File: src/rtl/conv_window_fetch.sv
// conv_window_fetch
//   Read-side sequencer for the ping-pong feature buffer. When the buffer
//   reports a full bank, walks every K x K x CH convolution window of the
//   IMG_H x IMG_W tile (kx innermost, then ky, c, ox, oy), drives read
//   addresses to the buffer and streams the returned bytes to the PE array
//   through a 2-entry output FIFO with valid/ready handshake. At the end of
//   the tile the ping-pong select is flipped to release the bank.
//
// Ports
//   i_clk, i_rst         clock, synchronous active-high reset
//   i_buf_ready          buffer has a full readable bank
//   o_conv_addr          registered read address to the buffer
//   i_conv_dout          buffer read data, one cycle after its address
//   o_switch_pingpong    bank-select level, toggles once per consumed tile
//   o_tap_data/_vld      tap byte to the PE and its valid
//   i_tap_rdy            PE accepts the tap when vld & rdy
//   o_tap_last           last tap of the current window (qualified by vld)
//   o_frame_last         last tap of the tile (qualified by vld)
//   o_busy               high whenever the sequencer is not idle
module conv_window_fetch #(
    parameter int IMG_W  = 16,
    parameter int IMG_H  = 16,
    parameter int CH     = 3,
    parameter int K      = 3,
    parameter int ADDR_W = 10,
    parameter int DATA_W = 8
) (
    input  logic              i_clk,
    input  logic              i_rst,
    input  logic              i_buf_ready,
    output logic [ADDR_W-1:0] o_conv_addr,
    input  logic [DATA_W-1:0] i_conv_dout,
    output logic              o_switch_pingpong,
    output logic [DATA_W-1:0] o_tap_data,
    output logic              o_tap_vld,
    input  logic              i_tap_rdy,
    output logic              o_tap_last,
    output logic              o_frame_last,
    output logic              o_busy
);

    localparam logic [ADDR_W-1:0] K_MAX  = ADDR_W'(K - 1);
    localparam logic [ADDR_W-1:0] CH_MAX = ADDR_W'(CH - 1);
    localparam logic [ADDR_W-1:0] OX_MAX = ADDR_W'(IMG_W - K);
    localparam logic [ADDR_W-1:0] OY_MAX = ADDR_W'(IMG_H - K);

    typedef enum logic [1:0] {S_IDLE, S_RUN, S_DRAIN, S_SWAP} state_t;

    typedef struct packed {
        logic [DATA_W-1:0] data;
        logic              last;
        logic              frame;
    } entry_t;

    state_t            state_q, state_d;
    logic [ADDR_W-1:0] kx_q, kx_d, ky_q, ky_d, c_q, c_d, ox_q, ox_d, oy_q, oy_d;
    logic [ADDR_W-1:0] addr_q, addr_d;
    logic              inflight_q, inflight_d;   // read issued last cycle, data arrives now
    logic [1:0]        tag_q, tag_d;             // {last, frame} of the in-flight read
    logic [1:0]        count_q, count_d;
    entry_t            ent0_q, ent0_d, ent1_q, ent1_d;
    logic              pp_q, pp_d;
    logic              hold_q, hold_d;           // ignore i_buf_ready right after SWAP

    entry_t            in_ent;
    logic              pop, issue, tap_last, tap_frame;
    logic [2:0]        occ;

    function automatic logic [ADDR_W-1:0] tap_addr(input logic [ADDR_W-1:0] kx,
                                                   input logic [ADDR_W-1:0] ky,
                                                   input logic [ADDR_W-1:0] c,
                                                   input logic [ADDR_W-1:0] ox,
                                                   input logic [ADDR_W-1:0] oy);
        int a;
        a = int'(c) * IMG_W * IMG_H + (int'(oy) + int'(ky)) * IMG_W + int'(ox) + int'(kx);
        return ADDR_W'(a);
    endfunction

    assign in_ent = '{data: i_conv_dout, last: tag_q[1], frame: tag_q[0]};

    always_comb begin
        state_d    = state_q;
        kx_d       = kx_q;
        ky_d       = ky_q;
        c_d        = c_q;
        ox_d       = ox_q;
        oy_d       = oy_q;
        addr_d     = addr_q;
        inflight_d = 1'b0;
        tag_d      = tag_q;
        count_d    = count_q;
        ent0_d     = ent0_q;
        ent1_d     = ent1_q;
        pp_d       = pp_q;
        hold_d     = hold_q;

        pop       = (count_q != 2'd0) && i_tap_rdy;
        occ       = {1'b0, count_q} + {2'b00, inflight_q};
        tap_last  = (kx_q == K_MAX) && (ky_q == K_MAX) && (c_q == CH_MAX);
        tap_frame = tap_last && (ox_q == OX_MAX) && (oy_q == OY_MAX);
        // Credit: FIFO entries plus the returning read, minus this cycle's pop,
        // must leave room for the read issued now.
        issue     = (state_q == S_RUN) && (occ < (pop ? 3'd3 : 3'd2));

        case (state_q)
            S_IDLE: begin
                hold_d = 1'b0;
                if (i_buf_ready && !hold_q) state_d = S_RUN;
            end
            S_RUN: begin
                if (issue && tap_frame) state_d = S_DRAIN;
            end
            S_DRAIN: begin
                if ((count_q == 2'd0) && !inflight_q) begin
                    state_d = S_SWAP;
                    pp_d    = ~pp_q;
                end
            end
            S_SWAP: begin
                state_d = S_IDLE;
                hold_d  = 1'b1;
            end
            default: state_d = S_IDLE;
        endcase

        // Window walk: counters advance only when the current address is issued,
        // so the address bus holds while stalled and wraps to zero after the tile.
        if (issue) begin
            inflight_d = 1'b1;
            tag_d      = {tap_last, tap_frame};
            if (kx_q != K_MAX) kx_d = kx_q + 1'b1;
            else begin
                kx_d = '0;
                if (ky_q != K_MAX) ky_d = ky_q + 1'b1;
                else begin
                    ky_d = '0;
                    if (c_q != CH_MAX) c_d = c_q + 1'b1;
                    else begin
                        c_d = '0;
                        if (ox_q != OX_MAX) ox_d = ox_q + 1'b1;
                        else begin
                            ox_d = '0;
                            if (oy_q != OY_MAX) oy_d = oy_q + 1'b1;
                            else oy_d = '0;
                        end
                    end
                end
            end
            addr_d = tap_addr(kx_d, ky_d, c_d, ox_d, oy_d);
        end

        // Two-entry FIFO, entry 0 is the head presented to the PE.
        case (count_q)
            2'd0: begin
                if (inflight_q) begin
                    ent0_d  = in_ent;
                    count_d = 2'd1;
                end
            end
            2'd1: begin
                if (inflight_q && pop) ent0_d = in_ent;
                else if (inflight_q) begin
                    ent1_d  = in_ent;
                    count_d = 2'd2;
                end else if (pop) count_d = 2'd0;
            end
            default: begin
                if (pop) begin
                    ent0_d = ent1_q;
                    if (inflight_q) ent1_d = in_ent;
                    else count_d = 2'd1;
                end
            end
        endcase
    end

    always_ff @(posedge i_clk) begin
        if (i_rst) begin
            state_q    <= S_IDLE;
            kx_q       <= '0;
            ky_q       <= '0;
            c_q        <= '0;
            ox_q       <= '0;
            oy_q       <= '0;
            addr_q     <= '0;
            inflight_q <= 1'b0;
            count_q    <= 2'd0;
            ent0_q     <= '0;
            pp_q       <= 1'b0;
            hold_q     <= 1'b0;
        end else begin
            state_q    <= state_d;
            kx_q       <= kx_d;
            ky_q       <= ky_d;
            c_q        <= c_d;
            ox_q       <= ox_d;
            oy_q       <= oy_d;
            addr_q     <= addr_d;
            inflight_q <= inflight_d;
            count_q    <= count_d;
            ent0_q     <= ent0_d;
            pp_q       <= pp_d;
            hold_q     <= hold_d;
        end
    end

    // Second FIFO slot and in-flight tags are only consumed when qualified
    // by count/inflight, so they carry no reset.
    always_ff @(posedge i_clk) begin
        ent1_q <= ent1_d;
        tag_q  <= tag_d;
    end

    assign o_conv_addr       = addr_q;
    assign o_switch_pingpong = pp_q;
    assign o_tap_vld         = (count_q != 2'd0);
    assign o_tap_data        = ent0_q.data;
    assign o_tap_last        = ent0_q.last;
    assign o_frame_last      = ent0_q.frame;
    assign o_busy            = (state_q != S_IDLE);

endmodule

File: config.mk
export PLATFORM = sky130hd
export DESIGN_NAME = conv_window_fetch
export DESIGN_NICKNAME = d
export VERILOG_FILES = /design/src/rtl/conv_window_fetch.sv
export SDC_FILE = /design/constraint.sdc
export NUM_CORES = 1
export LEC_CHECK = 0
export BUFFER_PORTS_ARGS = -buffer_cell sky130_fd_sc_hd__buf_2
export CAP_MARGIN = 20
export CORE_MARGIN = 5
export CORE_UTILIZATION = 45
export DETAILED_ROUTE_END_ITERATION = 6
export PLACE_DENSITY_LB_ADDON = 0.05
export SLEW_MARGIN = 20
export SYNTH_ARGS = -nofsm -noshare
export SYNTH_HDL_FRONTEND = slang
export SYNTH_SLANG_ARGS = --single-unit
File: constraint.sdc
create_clock -name i_clk -period 10.7 [get_ports i_clk]
set_clock_uncertainty 0.05 [all_clocks]
set_input_delay 0 -clock i_clk [delete_from_list [all_inputs] [get_ports i_clk]]
set_output_delay 0 -clock i_clk [all_outputs]
set_load 0.05 [all_outputs]
==> impl_metrics.toml, run 1 <==
[floorplan]
row_count = 39
core_area_sq_mm = 0.0116
initial_core_util_pct = 46.3
die_h_um = 119
io_pins = 35
die_x_um = 119
die-area_sq_mm = 0.0142

[cells_and_area]
fin_cells = 800
seqCellArea_sq_mm = 0.00190
fillers = 1118
drive_gt1_share_pct = 10.2
fin_area_sq_mm = 0.00598
area_growth_pct = 11.6
finalNetCount = 711
multi_input_area_sq_mm = 0.00323
antenna_cells = 0

[routing]
drc = 0
vias_per_cell = 5.49
dr_total_vias = 4390
dr.pass1.iters = 4
drt_iter0_drc = 260
postRouteAntennaNets = 0
wire_per_inst_um = 15.3
wl_mm = 12.2

[critical_path]
path_buf_inv = 1
path_delay_family = "simple AND/OR/NAND/NOR gates"
arrival_ns = 5.76
r2r-end = "o_conv_addr[9]$_SDFFE_PP0P_"
r2r_start = "ox_q[0]$_SDFFE_PP0P_"
startpoint_type = "register"
worstPathCellList = "ha_1 -> or4b_4 -> nor4_4 -> and2_1 -> nand2_1 -> a21boi_0 -> inv_1 -> ha_1 -> a21o_1 -> a21oi_1 -> xor2_1 -> fa_1 -> fa_1 -> xnor2_1 -> xnor3_1 -> xnor2_1 -> xor2_1 -> nand3_1 -> a21oi_1 -> nand4b_1"
required_ns = 10.94
endpoint_kind = "register"
reg2reg_depth = 20
cp_max_fo = 8
reg2reg_slack_ns = 5.18
cpPeakStageDelay_ns = 0.48
worstSetupPathType = "reg -> reg"
slowest_stage = "nor4_4"

[place]
dpl_cell_area_sq_mm = 0.00562
dp_cells = 775
gp_congestion = 0.823
port-buffer-count = 34
dpl.hpwl_mm = 8.87

[timing]
finalSetupTns_ns = 0
maxSlewViolCount = 0
hold_viol = 0
fin_crit_ns = 5.52
setup_violations = 0
hold_ws_ns = 0.0674
slew_headroom_pct = 38.3
timing.final.crit_share_pct = 51.6
worstMarginPinSlew_ns = 0.924
rsz0062_at_grt = "no"
clock.fmax_mhz = 181

[grt]
grt_pass1_wl_mm = 20.6
antenna_found_initial = 0
grt.overflow.total = 0
first_global_vias = 4196
grt_start_max_net_pins = 69
grt_usage_pct = 17.7

[power_and_ir_drop]
p_per_area_mw_per_mm2 = 158
irDropWorstVdd_mv = 0.0908
cellLeakagePower_nw = 2.36

[logic_synthesis]
synth_edf_count = 12
syn_nets = 681
ys_seq_area_share_pct = 35.5
synthCells = 622
synth_flop_cell = "dfxtp_1"
synth.distinct_cells = 59
syn-cell-area_sq_mm = 0.00536
synthArstFlopShare_pct = 0
yosysWarnings = 0
syn_avg_cell_area_sq_um = 8.61
ys_seq_elements = 89

[clocking]
clkSinkCount = 89
clockRootBuffer = "clkbuf_16"
hold_buffers = 9
clk_pin_slew_ns = 0.07
cts-htree-levels = 3
cts_buffers = 9
clk_path_buf_depth = 2
cts_resized = 0
postCtsSetupBuffers = 0
cts_tree = "done"
clk_latency_ns = 0.35

[hold_path]
min_from = "i_buf_ready"
whs_path_depth = 5
holdPathEnd = "state_q[0]$_SDFFE_PP0P_"
hp-class = "in -> reg"

[status]
status = "completed"

[job]
cap_violations = 0
[report_power, final]
part,internal [mW],switching [mW]
registers,0.367,0.0202
clock network,0.158,0.138
logic,0.0731,0.188
total,0.598,0.346
[tightest hold or removal path, stage by stage]
cell      delay [ns]
buf_2           0.09
inv_1           0.04
o21ai_0         0.07
nand3_1         0.12
a221oi_1        0.09
[flip-flops by register name, summed over array words and instances (netlist names)]
name,flops
count_q,2
kx_q,10
o_conv_addr,10
ent1_q,10
inflight_q,1
o_tap_data,8
o_switch_pingpong,1
o_tap_last,1
state_q,2
ox_q,10
c_q,10
oy_q,10
ky_q,10
tag_q,2
o_frame_last,1
hold_q,1
[worst max-delay path by stage]
stage	from	endpoint	slack (ns)	cells after the start
floorplan	ox_q[0]$_SDFFE_PP0P_	o_conv_addr[9]$_SDFFE_PP0P_	5.74	20
global placement	ox_q[0]$_SDFFE_PP0P_	o_conv_addr[9]$_SDFFE_PP0P_	5.41	20
detailed placement	ox_q[0]$_SDFFE_PP0P_	o_conv_addr[9]$_SDFFE_PP0P_	5.23	20
CTS	ox_q[0]$_SDFFE_PP0P_	o_conv_addr[9]$_SDFFE_PP0P_	5.21	20
global route	ox_q[0]$_SDFFE_PP0P_	o_conv_addr[9]$_SDFFE_PP0P_	4.78	20
finish	ox_q[0]$_SDFFE_PP0P_	o_conv_addr[9]$_SDFFE_PP0P_	5.18	20
[cell families (layout without fill, tap and decap cells)]
family	after synthesis	count (layout)	synth area share (%)
adders and majority gates	47	47	12.1
xor gates and xnor gates	60	60	10.1
buffers and inverters	57	92	4.25
and+or+nand+nor	248	248	23.4
DFF	89	89	35.5
muxes	13	13	2.45
AOI/OAI and AO/OA	108	108	12.2
[metal layers]
metal / up-vias / routed length [um] / global-route usage, %
met5: - / 0 / 0
met4: 0 / 282 / 6.88
met2: 54 / 5720 / 28.4
met1: 2091 / 5920 / 23.7
li1: 2228 / - / -
met3: 17 / 311 / 3.51
[synth_stat cells (8+ instances only)]
cell / count / area share [%]
clkbuf_1: 19 / 1.3
edfxtp_1: 12 / 6.7
nor2_1: 81 / 5.7
xor2_1: 29 / 4.7
a211oi_1: 13 / 1.8
o21ai_0: 19 / 1.8
nor3_1: 17 / 1.6
fa_1: 8 / 3.0
a21oi_1: 45 / 4.2
nand3_1: 20 / 1.9
mux2i_1: 12 / 2.2
dfxtp_1: 77 / 29
nand2_1: 60 / 4.2
ha_1: 39 / 9.1
inv_1: 28 / 2.0
a21o_1: 8 / 1.1
nand4_1: 17 / 2.0
xnor2_1: 30 / 4.9
[metrics by stage]
step,setup WS [ns],utilization (%),power (mW)
finish,5.18,51.7,0.944
global route,4.78,51.7,1.00
CTS,5.21,51.7,0.959
detailed placement,5.23,48.6,0.657
global placement,5.41,48.6,0.653
floorplan,5.74,-,0.590
[layout make-up]
type,instances,area share [%]
multi-input combinational,476,54.0
sequential,89,31.8
timing repair buffer,47,4.85
clock buffer,10,3.83
tap,143,2.99
inverter,29,1.82
clock inverter,6,0.711
[placed cells by master (no fill, tap or decap), drive strengths merged, types with 3 or more instances in the layout]
master,instances
nor2,82
dfxtp,77
nand2,61
a21oi,45
ha,39
buf,38
inv,31
xnor2,30
xor2,29
nand3,21
nor3,21
o21ai,20
nand4,19
a211oi,13
mux2i,12
edfxtp,12
clkbuf,10
dlygate4sd3,9
a21o,8
fa,8
and4,7
and3,7
or3,5
nor2b,5
a31oi,4
nand3b,4
nor4,4
clkinv,4
and2,3
Note: power is estimated with default switching activity, not from simulation.
==> inputs of run 2 (changes only) <==
Clock period 10.7 ns to 5 ns, I/O delays scaled along.
==> run 2 against run 1 <==
  * Routed wire length rose by 3.9%
  * Via count rose by 2.1%
  * First-iteration DRC count fell by 10%
  * Hold slack got worse by 0.055 ns
  * Setup slack got worse by 5.0 ns
  * Die area did not move
  * Register-to-register slack got worse by 5.0 ns
  * Largest power group unchanged
==> impl_metrics.toml, run 2 (synthesis gave the netlist of run 1 again) <==
[clocking]
clk_pin_slew_ns = 0.07
clockRootBuffer = "clkbuf_16"
cts-htree-levels = 3
cts_buffers = 9
clkSinkCount = 89
clk_path_buf_depth = 2
clk_latency_ns = 0.36
cts_tree = "done"

[routing]
dr_total_vias = 4484
dr.pass1.iters = 5
wl_mm = 12.7
wire_per_inst_um = 15.4
drc = 0
postRouteAntennaNets = 0
vias_per_cell = 5.45
drt_iter0_drc = 233

[grt]
antenna_found_initial = 0
first_global_vias = 4283
grt_start_max_net_pins = 47
grt_usage_pct = 18.5
grt.overflow.total = 0
grt_pass1_wl_mm = 21.4

[timing]
maxSlewViolCount = 0
slew_headroom_pct = 40.8
layout_setup_ws_ns = 0.225
clock.fmax_mhz = 209
worstMarginPinSlew_ns = 0.886
setup_violations = 0
fin_crit_ns = 4.78
timing.final.crit_share_pct = 95.5
hold_viol = 0

[place]
dp_slack_ns = -0.0411
gp_congestion = 0.916
port-buffer-count = 34
dpl.hpwl_mm = 9.27

[cells_and_area]
layout_commonest_cell = "nor2_1"
area_growth_pct = 17.4
antenna_cells = 0
mostFrequentLayoutCells = "nor2_1, dfxtp_1, nand2_1"
finalNetCount = 734
fillers = 1110
drive_gt1_share_pct = 16.3
seqCellArea_sq_mm = 0.00190
final_util_pct = 54.4
multi_input_area_sq_mm = 0.00333

[critical_path]
endpoint_kind = "register"
required_ns = 5.19
worstPathCellList = "inv_1 -> ha_1 -> or4b_4 -> nor4_4 -> nand2_2 -> or3_1 -> o21ai_1 -> ha_2 -> inv_1 -> fa_1 -> xor2_1 -> fa_1 -> inv_1 -> ha_1 -> ha_4 -> nand2_1 -> a2bb2oi_2 -> a21oi_2 -> nand3b_1 -> a21oi_2 -> nand4b_1"
slowest_stage = "fa_1"
arrival_ns = 4.97
crit_top_cell = "inv_1"
cpPeakStageDelay_ns = 0.48
worstSetupPathType = "reg -> reg"
cp_max_fo = 4
reg2reg_depth = 21
startpoint_type = "register"

[floorplan]
die-area_sq_mm = 0.0142
die_h_um = 119
die_x_um = 119
io_pins = 35
initial_core_util_pct = 46.3
row_count = 39
core_area_sq_mm = 0.0116

[power_and_ir_drop]
p_per_area_mw_per_mm2 = 337
totalPowerFinal_mw = 2.12
cellLeakagePower_nw = 2.51
irDropWorstVdd_mv = 0.181

[hold_path]
whs_path_depth = 2
hp-class = "in -> reg"

[status]
status = "completed"

[job]
cap_violations = 0
==> run 2: per-layer routing <==
layer	vias to the layer above	wire length, um	GRT usage, %	part of all wire, %
met1	2088	6180	25.6	49
met3	17	513	3.27	4.0
li1	2278	-	-	-
met2	101	5810	29.0	46
met4	0	205	6.52	1.6
met5	-	0	0	0
==> run 2: power breakdown <==
part           total (mW)  leakage, nW  internal (mW)  switching (mW)
sequential          0.830        0.732          0.785          0.0447
clock               0.713        0.154          0.407           0.307
combinational       0.577         1.62          0.169           0.407
==> run 2: worst max-delay path, delay by kind of cell, from the launching register on <==
kind | cells | cell delay (ns)
buffers and inverters | 3 | 0.15
adders and majority gates | 6 | 1.84
and+or+nand+nor | 7 | 1.58
AOI/OAI and AO/OA | 4 | 0.57
DFF | 1 | 0.31
xor gates and xnor gates | 1 | 0.16
==> run 2: path summary, 6_finish.rpt <==
check | slack [ns] | to | startpoint
worst min-delay path | 0.01 | ky_q[3]$_SDFFE_PP0P_ | i_rst
worst max-delay path | 0.22 | o_conv_addr[9]$_SDFFE_PP0P_ | ox_q[1]$_SDFFE_PP0P_
worst max register to register | 0.22 | o_conv_addr[9]$_SDFFE_PP0P_ | ox_q[1]$_SDFFE_PP0P_
worst min register to register | 0.41 | o_conv_addr[1]$_SDFFE_PP0P_ | o_conv_addr[1]$_SDFFE_PP0P_
==> run 2: layout make-up <==
class | instances | area share (%)
multi-input combinational | 476 | 52.9
tap | 143 | 2.84
sequential | 89 | 30.2
timing repair buffer | 70 | 7.36
clock inverter | 6 | 1.11
inverter | 29 | 1.73
clock buffer | 10 | 3.80
==> run 2: repair_timing <==
action,in CTS,in global routing
setup buffers,0,4
hold buffers,9,0
setup endpoints to repair,1,3
pin swaps,0,9
hold endpoints to repair,17,0
gates resized for setup,2,19
==> run 2: through the flow <==
stage | hold WS, ns | area (sq um) | TNS [ns] | instances
global route | 0.0185 | 6290 | -0.0312 | 823
floorplan | 0.0489 | 5360 | 0 | 622
global placement | 0.144 | 5760 | 0 | 794
finish | 0.0126 | 6290 | 0 | 823
CTS | 0.00413 | 6170 | -0.0210 | 819
detailed placement | 0.150 | 5760 | -0.0411 | 794
==> inputs of run 3 (changes only) <==
Settings changed: CELL_PAD_IN_SITES_DETAIL_PLACEMENT from default to 1, CELL_PAD_IN_SITES_GLOBAL_PLACEMENT from default to 1, CORE_UTILIZATION 45 to 42.
==> run 3 against run 2 <==
  * Non-clock buffer count grew 9
  * Combinational power rose by 5.5%
  * Global-route usage grew 1.4 points
  * Maximum frequency shrank 1.3%
  * Setup slack got worse by 0.065 ns
  * Via count grew 1.5%
  * Die area is 6.5% higher
  * Largest power group unchanged
==> impl_metrics.toml, run 3 (synthesis gave the netlist of run 1 again) <==
[status]
status = "completed"

[place]
dp_cells = 830
gp_congestion = 0.846
port-buffer-count = 34
dpl_cell_area_sq_mm = 0.00585
dp_slack_ns = -0.167
dpl.hpwl_mm = 10.6

[routing]
wire_per_inst_um = 16.8
wl_mm = 14.5
dr.pass1.iters = 4
vias_per_cell = 5.29
drc = 0
postRouteAntennaNets = 0
drt_iter0_drc = 220
dr_total_vias = 4551

[cells_and_area]
final_util_pct = 51.5
layout_commonest_cell = "nor2_1"
antenna_cells = 0
fin_cells = 861
area_growth_pct = 20.9
drive_gt1_share_pct = 19.0
fin_area_sq_mm = 0.00648
finalNetCount = 743
mostFrequentLayoutCells = "nor2_1, dfxtp_1, nand2_1"
fillers = 1495

[critical_path]
cp_max_fo = 4
endpoint_kind = "register"
path_buf_inv = 5
slowest_stage = "fa_2"
reg2reg_slack_ns = 0.16
path_delay_family = "simple AND/OR/NAND/NOR gates"
cpPeakStageDelay_ns = 0.49
required_ns = 5.18
worstPathCellList = "inv_2 -> ha_2 -> or4b_4 -> nor4_4 -> nand2_2 -> buf_6 -> nor2_4 -> buf_6 -> a21oi_1 -> a21oi_1 -> ha_1 -> a21oi_2 -> xor2_1 -> fa_2 -> inv_2 -> ha_4 -> ha_4 -> or2_4 -> a21oi_2 -> a21oi_2 -> buf_4 -> nand3_2 -> a21oi_1 -> nand4b_1"
worstSetupPathType = "reg -> reg"
startpoint_type = "register"
arrival_ns = 5.02

[grt]
antenna_found_initial = 0
grt_start_max_net_pins = 45
grt_usage_pct = 19.9
grt_pass1_wl_mm = 23.5
grt.overflow.total = 0
first_global_vias = 4710

[clocking]
cts-htree-levels = 3
clk_path_buf_depth = 2
clkSinkCount = 89
clockRootBuffer = "clkbuf_16"
clk_pin_slew_ns = 0.06
cts_tree = "done"
cts_buffers = 9
clk_latency_ns = 0.35

[floorplan]
core_area_sq_mm = 0.0126
row_count = 41
initial_core_util_pct = 42.6
io_pins = 35
die-area_sq_mm = 0.0151
die_x_um = 123
die_h_um = 123

[timing]
timing.final.crit_share_pct = 96.8
maxSlewViolCount = 0
hold_viol = 0
slew_headroom_pct = 36.8
clock.fmax_mhz = 207
layout_setup_ws_ns = 0.160
fin_crit_ns = 4.84
worstMarginPinSlew_ns = 0.946
finalSetupTns_ns = 0
hold_ws_ns = 0.0546
setup_violations = 0

[power_and_ir_drop]
p_per_area_mw_per_mm2 = 326
totalPowerFinal_mw = 2.11
p_seq_share_pct = 39.3
net-switching-power_mw = 0.765
cellLeakagePower_nw = 2.56
combPwrFrac_pct = 28.8
pwr-share-clk_pct = 31.9
p_int_mw = 1.35
irDropWorstVdd_mv = 0.288
netSwitchingFraction_pct = 36.2

[job]
cap_violations = 0

[hold_path]
hp-class = "in -> reg"
[run 3: power groups by stage]
stage	sequential [mW]	clock, mW	combinational [mW]
finish	0.830	0.675	0.609
global route	0.840	0.728	0.668
CTS	0.831	0.695	0.601
detailed placement	0.847	0	0.591
global placement	0.842	0	0.581
floorplan	0.948	0	0.314
[run 3: final timing paths]
check,startpoint,endpoint,cells past startpoint
max,ox_q[1]$_SDFFE_PP0P_,o_conv_addr[9]$_SDFFE_PP0P_,24
min,i_rst,ky_q[4]$_SDFFE_PP0P_,2
max reg2reg,ox_q[1]$_SDFFE_PP0P_,o_conv_addr[9]$_SDFFE_PP0P_,24
min reg2reg,o_conv_addr[3]$_SDFFE_PP0P_,o_conv_addr[3]$_SDFFE_PP0P_,2
[run 3: repair_timing]
action,4_1_cts,5_1_grt
endpoints found under the hold margin,17,0
buffers inserted,1,5
hold buffers,9,0
resized for setup,3,33
setup endpoints to repair,3,3
pin swaps,1,20
[run 3: final cells by class]
| class | count | area, sq um | share of cell area, % |
|---|---|---|---|
| Multi-Input combinational cell | 476 | 3410 | 52.7 |
| Sequential cell | 89 | 1900 | 29.4 |
| Timing Repair Buffer | 79 | 538 | 8.31 |
| Clock buffer | 11 | 264 | 4.08 |
| Tap cell | 172 | 215 | 3.32 |
| Inverter | 29 | 109 | 1.68 |
| Clock inverter | 5 | 35.0 | 0.541 |
[run 3: metal layers]
metal / routed length [um] / track usage [%]
met1: 6580 / 25.1
met2: 7210 / 34.2
met3: 447 / 4.39
met4: 215 / 5.53
met5: 0 / 0
